**config.mk**
```make
export PLATFORM = sky130hd
export DESIGN_NAME = simproc
export DESIGN_NICKNAME = d
export VERILOG_FILES = /design/src/rtl/simproc.sv
export SDC_FILE = /design/constraint.sdc
export NUM_CORES = 1
export LEC_CHECK = 0
export BUFFER_PORTS_ARGS = -buffer_cell sky130_fd_sc_hd__clkbuf_2
export CORE_UTILIZATION = 50
export DETAILED_ROUTE_END_ITERATION = 16
export GPL_TIMING_DRIVEN = 0
export PLACE_DENSITY = 0.66
export SLEW_MARGIN = 20
export SYNTH_ARGS = -nofsm -noshare
export SYNTH_HDL_FRONTEND = slang
export SYNTH_SLANG_ARGS = --single-unit
export TNS_END_PERCENT = 10
```
**constraint.sdc**
```tcl
create_clock -name clk -period 3.5 [get_ports clk]
set_input_delay 0.525 -clock clk [delete_from_list [all_inputs] [get_ports clk]]
set_output_delay 0.525 -clock clk [all_outputs]
set_load 0.05 [all_outputs]
```
**src/rtl/simproc.sv**
```systemverilog
// simproc: 8-bit multicycle load/store core, 4x8 register file, Z/N flags.
// One instruction = FETCH, DECODE, EXEC, WB; external combinational-read memory.

module simproc_rf (
   input  logic       clk,
   input  logic       rst,
   input  logic [1:0] ra,
   input  logic [1:0] rb,
   input  logic       we,
   input  logic [1:0] wa,
   input  logic [7:0] wd,
   output logic [7:0] da,
   output logic [7:0] db
);
   logic [7:0] rf [0:3];

   assign da = rf[ra];
   assign db = rf[rb];

   always_ff @(posedge clk) begin
      if (!rst) begin
         for (int i = 0; i < 4; i++) rf[i] <= 8'h00;
      end else if (we) begin
         rf[wa] <= wd;
      end
   end
endmodule

module simproc (
   input  logic       clk,
   input  logic       rst,
   input  logic [7:0] mem_dout,
   output logic [7:0] mem_din,
   output logic [7:0] mem_addr,
   output logic       mem_we,
   input  logic [7:0] pc_set_val,
   input  logic       pc_set_wr,
   input  logic       run,
   output logic       halt,
   output logic       done
);
   typedef enum logic [2:0] {
      IDLE = 3'd0, FETCH = 3'd1, DECODE = 3'd2, EXEC = 3'd3, WB = 3'd4, HALT = 3'd5
   } state_t;

   state_t     curr_state;
   logic [7:0] pc_out, ir, a_q, b_q, res_q;
   logic [1:0] dst_q;
   logic       wr_q, flg_q, z_flag, n_flag;

   logic [3:0] op;
   logic [1:0] rx, ry;
   logic       is_ori, is_shf, is_load, is_store, is_stop, br_taken;
   logic [7:0] rd_a, rd_b, alu;
   logic       alu_wr, alu_flg;

   assign op       = ir[3:0];
   assign rx       = ir[7:6];
   assign ry       = ir[5:4];
   assign is_ori   = (ir[2:0] == 3'b111);
   assign is_shf   = (ir[2:0] == 3'b011);
   assign is_load  = (op == 4'b0000);
   assign is_store = (op == 4'b0010);
   assign is_stop  = (op == 4'b1001);
   assign br_taken = ((op == 4'b1010) &&  z_flag) ||
                     ((op == 4'b0001) && !z_flag) ||
                     ((op == 4'b0101) && !n_flag);

   // ori always targets R1, so its imm bits overlap the Rx field
   simproc_rf RF1 (
      .clk (clk),
      .rst (rst),
      .ra  (is_ori ? 2'd1 : rx),
      .rb  (ry),
      .we  ((curr_state == WB) && wr_q),
      .wa  (dst_q),
      .wd  (res_q),
      .da  (rd_a),
      .db  (rd_b)
   );

   assign mem_addr = ((curr_state == EXEC) && (is_load || is_store)) ? b_q : pc_out;

   always_comb begin
      alu     = 8'h00;
      alu_wr  = 1'b0;
      alu_flg = 1'b0;
      if (is_ori) begin
         alu     = a_q | {3'b000, ir[7:3]};
         alu_wr  = 1'b1;
         alu_flg = 1'b1;
      end else if (is_shf) begin
         alu     = ir[5] ? (a_q >> ir[4:3]) : (a_q << ir[4:3]);
         alu_wr  = 1'b1;
         alu_flg = 1'b1;
      end else begin
         case (op)
            4'b0000: begin alu = mem_dout;       alu_wr = 1'b1; end
            4'b0100: begin alu = a_q + b_q;      alu_wr = 1'b1; alu_flg = 1'b1; end
            4'b0110: begin alu = a_q - b_q;      alu_wr = 1'b1; alu_flg = 1'b1; end
            4'b1000: begin alu = ~(a_q & b_q);   alu_wr = 1'b1; alu_flg = 1'b1; end
            default: ;
         endcase
      end
   end

   always_ff @(posedge clk) begin
      if (!rst) begin
         curr_state <= IDLE;
         pc_out     <= pc_set_wr ? pc_set_val : 8'h00;
         ir         <= 8'h00;
         a_q        <= 8'h00;
         b_q        <= 8'h00;
         res_q      <= 8'h00;
         dst_q      <= 2'd0;
         wr_q       <= 1'b0;
         flg_q      <= 1'b0;
         z_flag     <= 1'b0;
         n_flag     <= 1'b0;
         mem_we     <= 1'b0;
         mem_din    <= 8'h00;
         done       <= 1'b0;
         halt       <= 1'b0;
      end else begin
         done   <= 1'b0;
         mem_we <= 1'b0;
         case (curr_state)
            IDLE: if (run) curr_state <= FETCH;
            FETCH: begin
               ir         <= mem_dout;
               pc_out     <= pc_out + 8'd1;
               curr_state <= DECODE;
            end
            DECODE: begin
               a_q <= rd_a;
               b_q <= rd_b;
               if (is_store) begin
                  mem_we  <= 1'b1;
                  mem_din <= rd_a;
               end
               curr_state <= EXEC;
            end
            EXEC: begin
               if (is_stop) begin
                  halt       <= 1'b1;
                  curr_state <= HALT;
               end else begin
                  res_q <= alu;
                  wr_q  <= alu_wr;
                  flg_q <= alu_flg;
                  dst_q <= is_ori ? 2'd1 : rx;
                  if (br_taken) pc_out <= pc_out + {{4{ir[7]}}, ir[7:4]};
                  done       <= 1'b1;
                  curr_state <= WB;
               end
            end
            WB: begin
               if (flg_q) begin
                  z_flag <= (res_q == 8'h00);
                  n_flag <= res_q[7];
               end
               curr_state <= run ? FETCH : IDLE;
            end
            HALT: if (!run) begin
               halt       <= 1'b0;
               curr_state <= IDLE;
            end
            default: curr_state <= IDLE;
         endcase
         // external PC load beats fetch increment and branch
         if (pc_set_wr) pc_out <= pc_set_val;
      end
   end
endmodule

```
==> metrics.txt, run 1 <==
status complete, no violations; pwr dens 462 mW/mm²; synth top area cells edfxtp_1 21%, dfxtp_1 18%, mux4_2 4.8%; via count 4851; number of synthesized flops with an enable pin 40; Hold EP ir[0]$_SDFFE_PN0P_; R2R depth 12; fraction of layout cells with a size suffix above 1 0.168; number of CTS-inserted buffers 9; critical path arrival 3.48 ns; Via density 6.02; port bufs 38; CP bufs+invs 2; RSZ-0062 raised after global routing false; Filler Cell Count 1017; initial antenna violation count 0; GRT Resource Usage Total 0.291; CTS tree yes; fmax 0.309 GHz; Min-Delay Path Class input port to flop; Avg WL per Cell 20.0 µm; initial DRC count 602; die height 108 µm; syn_nets 650; crit path launch ir[3]$_SDFFE_PN0P_; hold path depth 3; gpl congestion 0.904; crit start category flop; ratio of final minimum period to clock period 0.925; Layout area overhead 11.9%; CTS sink count 92; Pre-antenna DRT Iters 5; shortest period the worst path allows 3.24 ns; share of the synthesized area in the top cell type 0.213; number of diodes 0; mapped cell area 0.00565 mm²; FF+latch count, synth 92; Setup crit end kind flop; CTS root buffer clkbuf_16; register-to-register setup slack 0.26 ns; setup_tns 0 ns; # DRC 0; worst-path fanout max 9; crit path kind flop to flop; Setup Buffers After CTS 0; crit path cell chain buf_4 -> nor2b_2 -> and3b_1 -> buf_4 -> mux2_2 -> fa_1 -> nor2b_1 -> o21ai_0 -> a21boi_1 -> mux2_2 -> o21ai_1 -> a21oi_1; IO Pins 39; met1 Resource Use GR 0.394; GR peak layer met2; Top delay family on crit path compound AO/OA/AOI/OAI gates; Yosys warning total 0; H-tree depth 3; clock latency on the worst-skew pair 0.36 ns; Required @ worst endpoint 3.75 ns; DP HPWL 12300 µm; first-pass GRT wire length 24900 µm; CP peak stage delay 0.43 ns; Critical Path Slowest Stage Cell fa_1; post-route ant nets 0; Core Footprint 0.0109 mm²; Tightest Pin Transition 1.00 ns; clock slew at reported path FFs 0.07 ns; Fin. Hold Viols 0; largest net degree at the start of global routing 18; Mapped Cells 612; R2R Path Start ir[3]$_SDFFE_PN0P_; Yosys cell types 67; Bufs on Longest Clock Path 2; Multi-input gate area 0.00312 mm²; vias in the first global route 4546; Hold Path Origin mem_dout[0]; final wirelength 16200 µm; Sequential Area 0.00224 mm²; post-synth top area cell edfxtp_1; reg2reg end res_q[6]$_SDFFE_PN0P_; Finish-stage setup viols 0; M2 GR Usage 0.448; register area share after synthesis 0.397; slew margin rel. 0.323; GR Overflow Total 0; asr flop ratio synth 0; Finished Core Util 0.578; Final Total Pwr 2920 µW; Placed Area 0.00601 mm²; Max VDD drop 0.400 mV; Main synth FF type dfxtp_1; # nets final 699; Max-Cap Viols 0; effective utilization at floorplan 0.516; Cell Rows 38; final instance area 0.00632 mm²; Die ar. 0.0117 mm²; Slew Limit Fails 0; leakage 0.00240 µW; Die W 108 µm; skew final 0.00549 ns; met3 Track Usage GR 0.0814; Avg Cell Area, Syn 9.23 µm²
-- kinds of logic after synthesis --
family	after synthesis	share of synthesized area
compound gates	152	0.167
xor+xnor	16	0.0261
fa+ha+maj	18	0.0425
buf+inv	66	0.0503
flops	92	0.397
mux	51	0.120
simple gates	217	0.197
-- final cells by class --
cell class                      instances  area share
Timing Repair Buffer                   38      0.0301
Clock buffer                            9      0.0356
Sequential cell                        92       0.355
Tap cell                              140      0.0277
Buffer                                 44      0.0319
Inverter                               22      0.0131
Clock inverter                          7      0.0131
Multi-Input combinational cell        454       0.494
-- tightest hold or removal path: stages --
cell      delay, ns
clkbuf_2       0.10
mux2i_1        0.06
nor2_1         0.07
-- cells in the mapped netlist (4+ instances only) --
| master | n |
|---|---|
| a21oi_1 | 48 |
| a22o_1 | 4 |
| a22oi_1 | 4 |
| a31oi_1 | 9 |
| and2_1 | 35 |
| buf_2 | 17 |
| buf_4 | 4 |
| clkbuf_1 | 21 |
| dfxtp_1 | 52 |
| edfxtp_1 | 40 |
| ha_1 | 16 |
| inv_1 | 20 |
| mux2_2 | 13 |
| mux2i_1 | 26 |
| mux4_2 | 12 |
| nand2_1 | 71 |
| nand2b_1 | 9 |
| nand3_1 | 9 |
| nand3b_1 | 8 |
| nor2_1 | 43 |
| nor2b_1 | 5 |
| nor3_1 | 11 |
| nor3b_1 | 6 |
| o21ai_0 | 41 |
| o22ai_1 | 9 |
| or3_1 | 4 |
| xnor2_1 | 13 |
-- state kept, by name (all words and copies together) (netlist names), 2 cells and up --
signal	flops
mem_din	8
a_q	8
ir	8
RF1.rf	32
pc_out	8
dst_q	2
b_q	8
res_q	8
curr_state	3
-- where the power goes --
part | leakage (µW) | internal [µW] | total, µW | switching (µW)
Clock | 0.000151 | 567 | 1040 | 471
Sequential | 0.000838 | 1170 | 1220 | 49.5
Combinational | 0.00141 | 253 | 662 | 409
Total | 0.00240 | 1990 | 2920 | 930
-- metal layers --
layer | part of all wire | routed length, µm
met1 | 0.45 | 7200
met2 | 0.45 | 7190
met3 | 0.089 | 1440
met4 | 0.020 | 317
met5 | 0 | 0
-- metrics by stage --
stage,cells,hold slack (ns),setup WS [ns]
global placement,790,0.453,0.122
floorplan,612,0.436,0.726
detailed placement,790,0.458,0.123
finish,806,0.427,0.261
CTS,806,0.427,0.0963
global route,806,0.450,0.0525
-- worst max-delay path by stage --
stage,endpoint,slack [ns],cells past startpoint
after CTS,res_q[6]$_SDFFE_PN0P_,0.1,12
after global placement,res_q[6]$_SDFFE_PN0P_,0.12,12
final,res_q[6]$_SDFFE_PN0P_,0.26,12
after detailed placement,res_q[6]$_SDFFE_PN0P_,0.12,12
after global routing,res_q[6]$_SDFFE_PN0P_,0.05,12
after floorplan,res_q[6]$_SDFFE_PN0P_,0.73,12
-- cells in the final DEF, fill, tap and decap left out, drive strengths merged, types with 13 or more instances in the layout --
cell type,Yosys,final
buf,23,23
edfxtp,40,40
nand2,71,71
clkbuf,21,68
dfxtp,52,52
o21ai,43,43
mux2,13,13
a21oi,48,48
nor2,45,45
mux2i,26,26
xnor2,14,14
ha,16,16
inv,22,25
and2,35,35
-- what timing repair did --
action | CTS | global route
hold buffers | 0 | 0
gates resized for setup | 0 | 2
endpoints found under the setup margin | 0 | 1
Note: power is estimated with default switching activity, not from simulation.
==> run 2: changes to the inputs <==
- CELL_PAD_IN_SITES_DETAIL_PLACEMENT: not set -> 2
- CELL_PAD_IN_SITES_GLOBAL_PLACEMENT: not set -> 2
- CORE_UTILIZATION: 50 -> 39
- PLACE_DENSITY: 0.66 -> 0.79
==> metrics.txt, run 2 (same netlist as run 1, synthesis figures left out) <==
R2R Path Start ir[3]$_SDFFE_PN0P_; ratio of final minimum period to clock period 0.960 (+0.0344); fmax 0.298 GHz (-3.6%); Die ar. 0.0150 mm² (+28%); Bufs on Longest Clock Path 2 (unchanged); number of diodes 0 (unchanged); Slew Limit Fails 0 (unchanged); Via density 5.98 (-0.58%); Filler Cell Count 1554 (+53%); initial DRC count 411 (-32%); Layout area overhead 13.0%; Hold Path Origin mem_dout[1]; DP Cell Count 830 (+5.1%); crit path launch ir[3]$_SDFFE_PN0P_; crit start category flop; post-route ant nets 0 (unchanged); vias in the first global route 5383 (+18%); clock latency on the worst-skew pair 0.36 ns (about the same); commonest non-fill, non-tap cells in the layout 71 x nand2_1, 52 x dfxtp_1, 48 x a21oi_1, 43 x nor2_1, 40 x edfxtp_1; max reg flops 32 (unchanged); # nets final 699 (unchanged); final wirelength 20900 µm (+29%); CTS tree yes; DP HPWL 16000 µm (+30%); fraction of layout cells with a size suffix above 1 0.168 (unchanged); Required @ worst endpoint 3.73 ns (-0.02 ns); Die W 122 µm (+13%); Max VDD drop 0.241 mV (-40%); final cell count without fillers 846 (+5.0%); status complete, no violations; setup_tns 0 ns (unchanged); Min-Delay Path Class input port to flop; Cell Rows 43 (+13%); Setup crit end kind flop; effective utilization at floorplan 0.404 (-0.113); shortest period the worst path allows 3.36 ns (+0.121 ns); first-pass GRT wire length 32700 µm (+31%); Max-Cap Viols 0 (unchanged); largest net degree at the start of global routing 17 (-1); die height 122 µm (+13%); Tightest Pin Transition 1.15 ns (+0.142 ns); slew margin rel. 0.229 (-0.0936); initial antenna violation count 0 (unchanged); Setup Buffers After CTS 0 (unchanged); number of CTS-inserted buffers 9 (unchanged); Finish-stage setup viols 0 (unchanged); gpl congestion 0.860 (-4.9%); Fin. Hold Viols 0 (unchanged); pwr dens 473 mW/mm² (+2.3%); crit path cell chain buf_4 -> nor2b_2 -> and3b_1 -> buf_4 -> mux2_2 -> fa_1 -> nor2b_1 -> o21ai_0 -> a21boi_1 -> mux2_2 -> o21ai_1 -> a21oi_1; IO Pins 39 (unchanged); GR Overflow Total 0 (unchanged); CP peak stage delay 0.45 ns (+0.02 ns); Critical Path Slowest Stage Cell fa_1; hold buffers post-CTS 0 (unchanged); CTS sink count 92 (unchanged); clock slew at reported path FFs 0.07 ns (about the same); CTS root buffer clkbuf_16; port bufs 38 (unchanged); Avg WL per Cell 24.7 µm (+23%); skew final 0.00947 ns (+0.00398 ns); Pre-antenna DRT Iters 5 (unchanged); Finished Core Util 0.456 (-0.122); leakage 0.00241 µW (+0.27%); via count 5062 (+4.3%); Core Footprint 0.0140 mm² (+28%); worst-path fanout max 9 (unchanged); crit path kind flop to flop; critical path arrival 3.59 ns (+0.11 ns); most flop-heavy register RF1.rf; H-tree depth 3 (unchanged); # DRC 0 (unchanged); GRT Resource Usage Total 0.301 (+0.00991); commonest non-fill, non-tap cell in the layout nand2_1; RSZ-0062 raised after global routing false
==> run 2: final cells by class <==
cell class / count / area [µm²] / area share
clock buffer: 9 / 225 / 0.0353
tap: 180 / 225 / 0.0353
timing repair buffer: 38 / 190 / 0.0298
inverter: 22 / 82.6 / 0.0129
buffer: 44 / 201 / 0.0316
multi-input combinational: 454 / 3120 / 0.489
clock inverter: 7 / 95.1 / 0.0149
sequential: 92 / 2240 / 0.351
==> run 2: critical path: cells and delay by family, from the launching register on <==
kind,cells,cell delay (ns)
buffers and inverters,2,0.37
adders and majority gates,1,0.45
muxes,2,0.73
AOI/OAI and AO/OA,4,0.79
and+or+nand+nor,3,0.60
DFF,1,0.30
==> run 2: metrics by stage <==
stage	area [µm²]	hold slack, ns	total power [µW]	setup slack [ns]
after floorplan	5650	0.436	1710	0.726
after global placement	6060	0.463	1900	0.0518
after detailed placement	6060	0.466	1940	0.0398
after CTS	6380	0.425	3030	0.0143
after global routing	6380	0.463	3130	0.0616
final	6380	0.431	3020	0.141
==> run 2: routing by layer <==
| metal | share of wire | wire length (µm) | vias up | track usage |
|---|---|---|---|---|
| met2 | 0.47 | 9930 | 132 | 0.491 |
| met1 | 0.46 | 9600 | 2596 | 0.410 |
| met5 | 0 | 0 | - | 0 |
| met4 | 0.021 | 441 | 0 | 0.101 |
| li1 | - | - | 2303 | - |
| met3 | 0.045 | 941 | 31 | 0.0409 |
==> run 2: path summary, 6_finish.rpt <==
| check | to | slack (ns) | cells past startpoint |
|---|---|---|---|
| min | ir[1]$_SDFFE_PN0P_ | 0.43 | 3 |
| max reg2reg | res_q[6]$_SDFFE_PN0P_ | 0.14 | 12 |
| max | res_q[6]$_SDFFE_PN0P_ | 0.14 | 12 |
| min reg2reg | n_flag$_SDFFE_PN0P_ | 0.47 | 2 |
==> run 2: what timing repair did <==
action,CTS,global route
gates resized for setup,0,2
setup endpoints to repair,0,1
hold endpoints to repair,0,0
==> run 2: report_power, final <==
group	switching, µW	leakage (µW)	internal, µW
Clock	458	0.000158	630
Combinational	449	0.00141	254
Sequential	54.1	0.000838	1170
==> run 3: changes to the inputs <==
- ABC_AREA: not set -> 1
- BUFFER_PORTS_ARGS: -buffer_cell sky130_fd_sc_hd__clkbuf_2 -> -buffer_cell sky130_fd_sc_hd__buf_4
- CORE_UTILIZATION: 39 -> 35
- PLACE_DENSITY: 0.79 -> 0.77
==> metrics.txt, run 3 <==
status complete, no violations; # nets final 815 (+17%); shortest period the worst path allows 3.11 ns (-0.248 ns); final wirelength 21700 µm (+4.0%); via count 5432 (+7.3%); Main synth FF type dfxtp_1; GRT Resource Usage Total 0.285 (-0.0167); crit path kind flop to flop; number of CTS-inserted buffers 9 (unchanged); gpl congestion 0.874 (+1.7%); critical path arrival 3.32 ns (-0.27 ns); CTS root buffer clkbuf_16; CTS resizes 0 (unchanged); FF+latch count, synth 92 (unchanged); first-pass GRT wire length 34100 µm (+4.5%); Crit path top cell by count nand2_1; CTS tree yes; Finish-stage setup viols 0 (unchanged); Layout area overhead 15.6%; IO Pins 39 (unchanged); worst-path fanout max 10 (+1); slew margin rel. 0.475 (+0.245); share of the synthesized area in the top cell type 0.221 (+0.00868); syn_nets 767 (+18%); ratio of final minimum period to clock period 0.889 (-0.0709); Min-Delay Path Class input port to flop; number of synthesized flops with an enable pin 40 (unchanged); Mapped Cells 729 (+19%); Required @ worst endpoint 3.71 ns (-0.02 ns); hold buffers post-CTS 0 (unchanged); Filler Cell Count 1799 (+16%); Avg Cell Area, Syn 7.44 µm² (-19%); crit path cell chain inv_1 -> buf_2 -> buf_1 -> nand2_1 -> ha_1 -> inv_1 -> fa_1 -> o21ai_0 -> nand2_1 -> nand2_1 -> a21oi_1 -> nand2_1 -> nand2_1 -> o21ai_0; commonest non-fill, non-tap cells in the layout 122 x nand2_1, 102 x inv_1, 92 x o21ai_0, 75 x nor2_1, 66 x a21oi_1; pwr dens 545 mW/mm² (+15%); Slew Limit Fails 0 (unchanged); XOR/XNOR share of the synthesized area 0.0178 (-0.00839); Critical Path Slowest Stage Cell dfxtp_1; post-synth top area cell edfxtp_1; Via density 5.60 (-6.4%); Fin. Hold Viols 0 (unchanged); fmax 0.321 GHz (+8.0%); post-synthesis mux area share 0 (-0.120); synth top area cells edfxtp_1 22%, dfxtp_1 19%, o21ai_0 8.7%; port bufs 37 (-2.6%); vias in the first global route 5770 (+7.2%); effective utilization at floorplan 0.358 (-0.0455); skew final 0.0157 ns (+0.00622 ns); Avg WL per Cell 22.4 µm (-9.3%); GR Overflow Total 0 (unchanged); RSZ-0062 raised after global routing false; Setup crit end kind flop; Commonest cells post-synth 122 x nand2_1, 102 x inv_1, 94 x o21ai_0; mapped cell area 0.00543 mm² (-3.9%); Core Footprint 0.0151 mm² (+8.3%); CP bufs+invs 4 (+2); Top delay family on crit path buffers and inverters; Cell Rows 45 (+4.7%); asr flop ratio synth 0 (unchanged); hold slack 0.450 ns (+0.0188 ns); setup_tns 0 ns (unchanged); post-route ant nets 0 (unchanged); Post-Synth Simple-Gate Area 0.204 (+0.00712); Die W 127 µm (+3.4%); post-synthesis compound-gate area fraction 0.220 (+0.0532); largest net degree at the start of global routing 18 (+1); Yosys cell types 47 (-30%); clock latency on the worst-skew pair 0.36 ns (about the same); CP peak stage delay 0.46 ns (about the same); fraction of layout cells with a size suffix above 1 0.113 (-0.0556); Max VDD drop 0.266 mV (+11%); Bufs on Longest Clock Path 2 (unchanged); most instantiated library cell after synthesis nand2_1; H-tree depth 3 (unchanged); initial antenna violation count 0 (unchanged); max reg flops 32 (unchanged); register area share after synthesis 0.413 (+0.0162); CTS sink count 92 (unchanged); leakage 0.00270 µW (+12%); DP HPWL 17100 µm (+7.1%); die height 127 µm (+3.4%); most flop-heavy register RF1.rf; initial DRC count 271 (-34%); number of diodes 0 (unchanged); clock slew at reported path FFs 0.08 ns (about the same); Max-Cap Viols 0 (unchanged); Setup Buffers After CTS 0 (unchanged); Die ar. 0.0160 mm² (+6.9%); largest family of logic cells by synthesized area compound AO/OA/AOI/OAI gates; Pre-antenna DRT Iters 5 (unchanged); Tightest Pin Transition 0.788 ns (-0.359 ns); crit start category flop; # DRC 0 (unchanged); commonest non-fill, non-tap cell in the layout nand2_1; adder-cell share of the synthesized area 0.0443 (+0.00174); Yosys warning total 0 (unchanged)
## run 3: cell types whose count changed after synthesis, moves of 12 or more
cell | previous run | this run
nand3_1 | 9 | 26
o21ai_0 | 41 | 94
mux2_2 | 13 | 0
inv_1 | 20 | 102
xnor2_1 | 13 | 1
a21oi_1 | 48 | 66
mux4_2 | 12 | 0
mux2i_1 | 26 | 0
nand2_1 | 71 | 122
o211ai_1 | 3 | 17
and2_1 | 35 | 0
nor2_1 | 43 | 75
## run 3: cell type report
class / instances / area (µm²) / share of cell area
multi-input combinational: 500 / 2640 / 0.421
clock inverter: 7 / 110 / 0.0175
clock buffer: 9 / 225 / 0.0359
tap: 188 / 235 / 0.0375
inverter: 110 / 413 / 0.0658
buffer: 27 / 131 / 0.0209
timing repair buffer: 37 / 278 / 0.0443
sequential: 92 / 2240 / 0.357
## run 3: routing by layer
metal  vias up  wire (µm)  track usage  part of all wire
met5         -          0            0                 0
met4         0        571        0.103             0.026
met3        32        683       0.0375             0.031
met2       125      10400        0.474              0.48
met1      2724      10100        0.378              0.47
li1       2551          -            -                 -
## run 3: report_power, final
part	switching, µW	internal [µW]
sequential	87.3	1190
clock	474	638
combinational	708	318
## run 3: final timing paths
path | to | depth (start not counted) | slack, ns | start
max | pc_out[6]$_DFFE_PP_ | 14 | 0.39 | ir[4]$_SDFFE_PN0P_
min | halt$_SDFFE_PN0P_ | 3 | 0.45 | run
max reg2reg | pc_out[6]$_DFFE_PP_ | 14 | 0.39 | ir[4]$_SDFFE_PN0P_
min reg2reg | res_q[5]$_SDFFE_PN0P_ | 2 | 0.50 | res_q[5]$_SDFFE_PN0P_
## run 3: logic make-up (layout without fill, tap and decap cells)
kind of cell / Yosys count / after routing
DFF: 92 / 92
adders and majority gates: 18 / 18
AOI/OAI and AO/OA: 213 / 213
and+or+nand+nor: 258 / 258
buffers and inverters: 137 / 190
xor gates and xnor gates: 11 / 11
## run 3: tightest hold or removal path, stage by stage
cell and delay (ns):
buf_4 0.09, inv_1 0.05, a21oi_1 0.11
## run 3: stage by stage
| step | cells | area [µm²] | power (µW) | util | worst slack, ns |
|---|---|---|---|---|---|
| after floorplan | 729 | 5430 | 1950 | - | 0.783 |
| after global placement | 954 | 5940 | 2260 | 0.392 | 0.621 |
| after detailed placement | 954 | 5940 | 2320 | 0.392 | 0.477 |
| after CTS | 970 | 6270 | 3430 | 0.414 | 0.401 |
| after global routing | 970 | 6270 | 3590 | 0.414 | 0.212 |
| final | 970 | 6270 | 3420 | 0.414 | 0.389 |
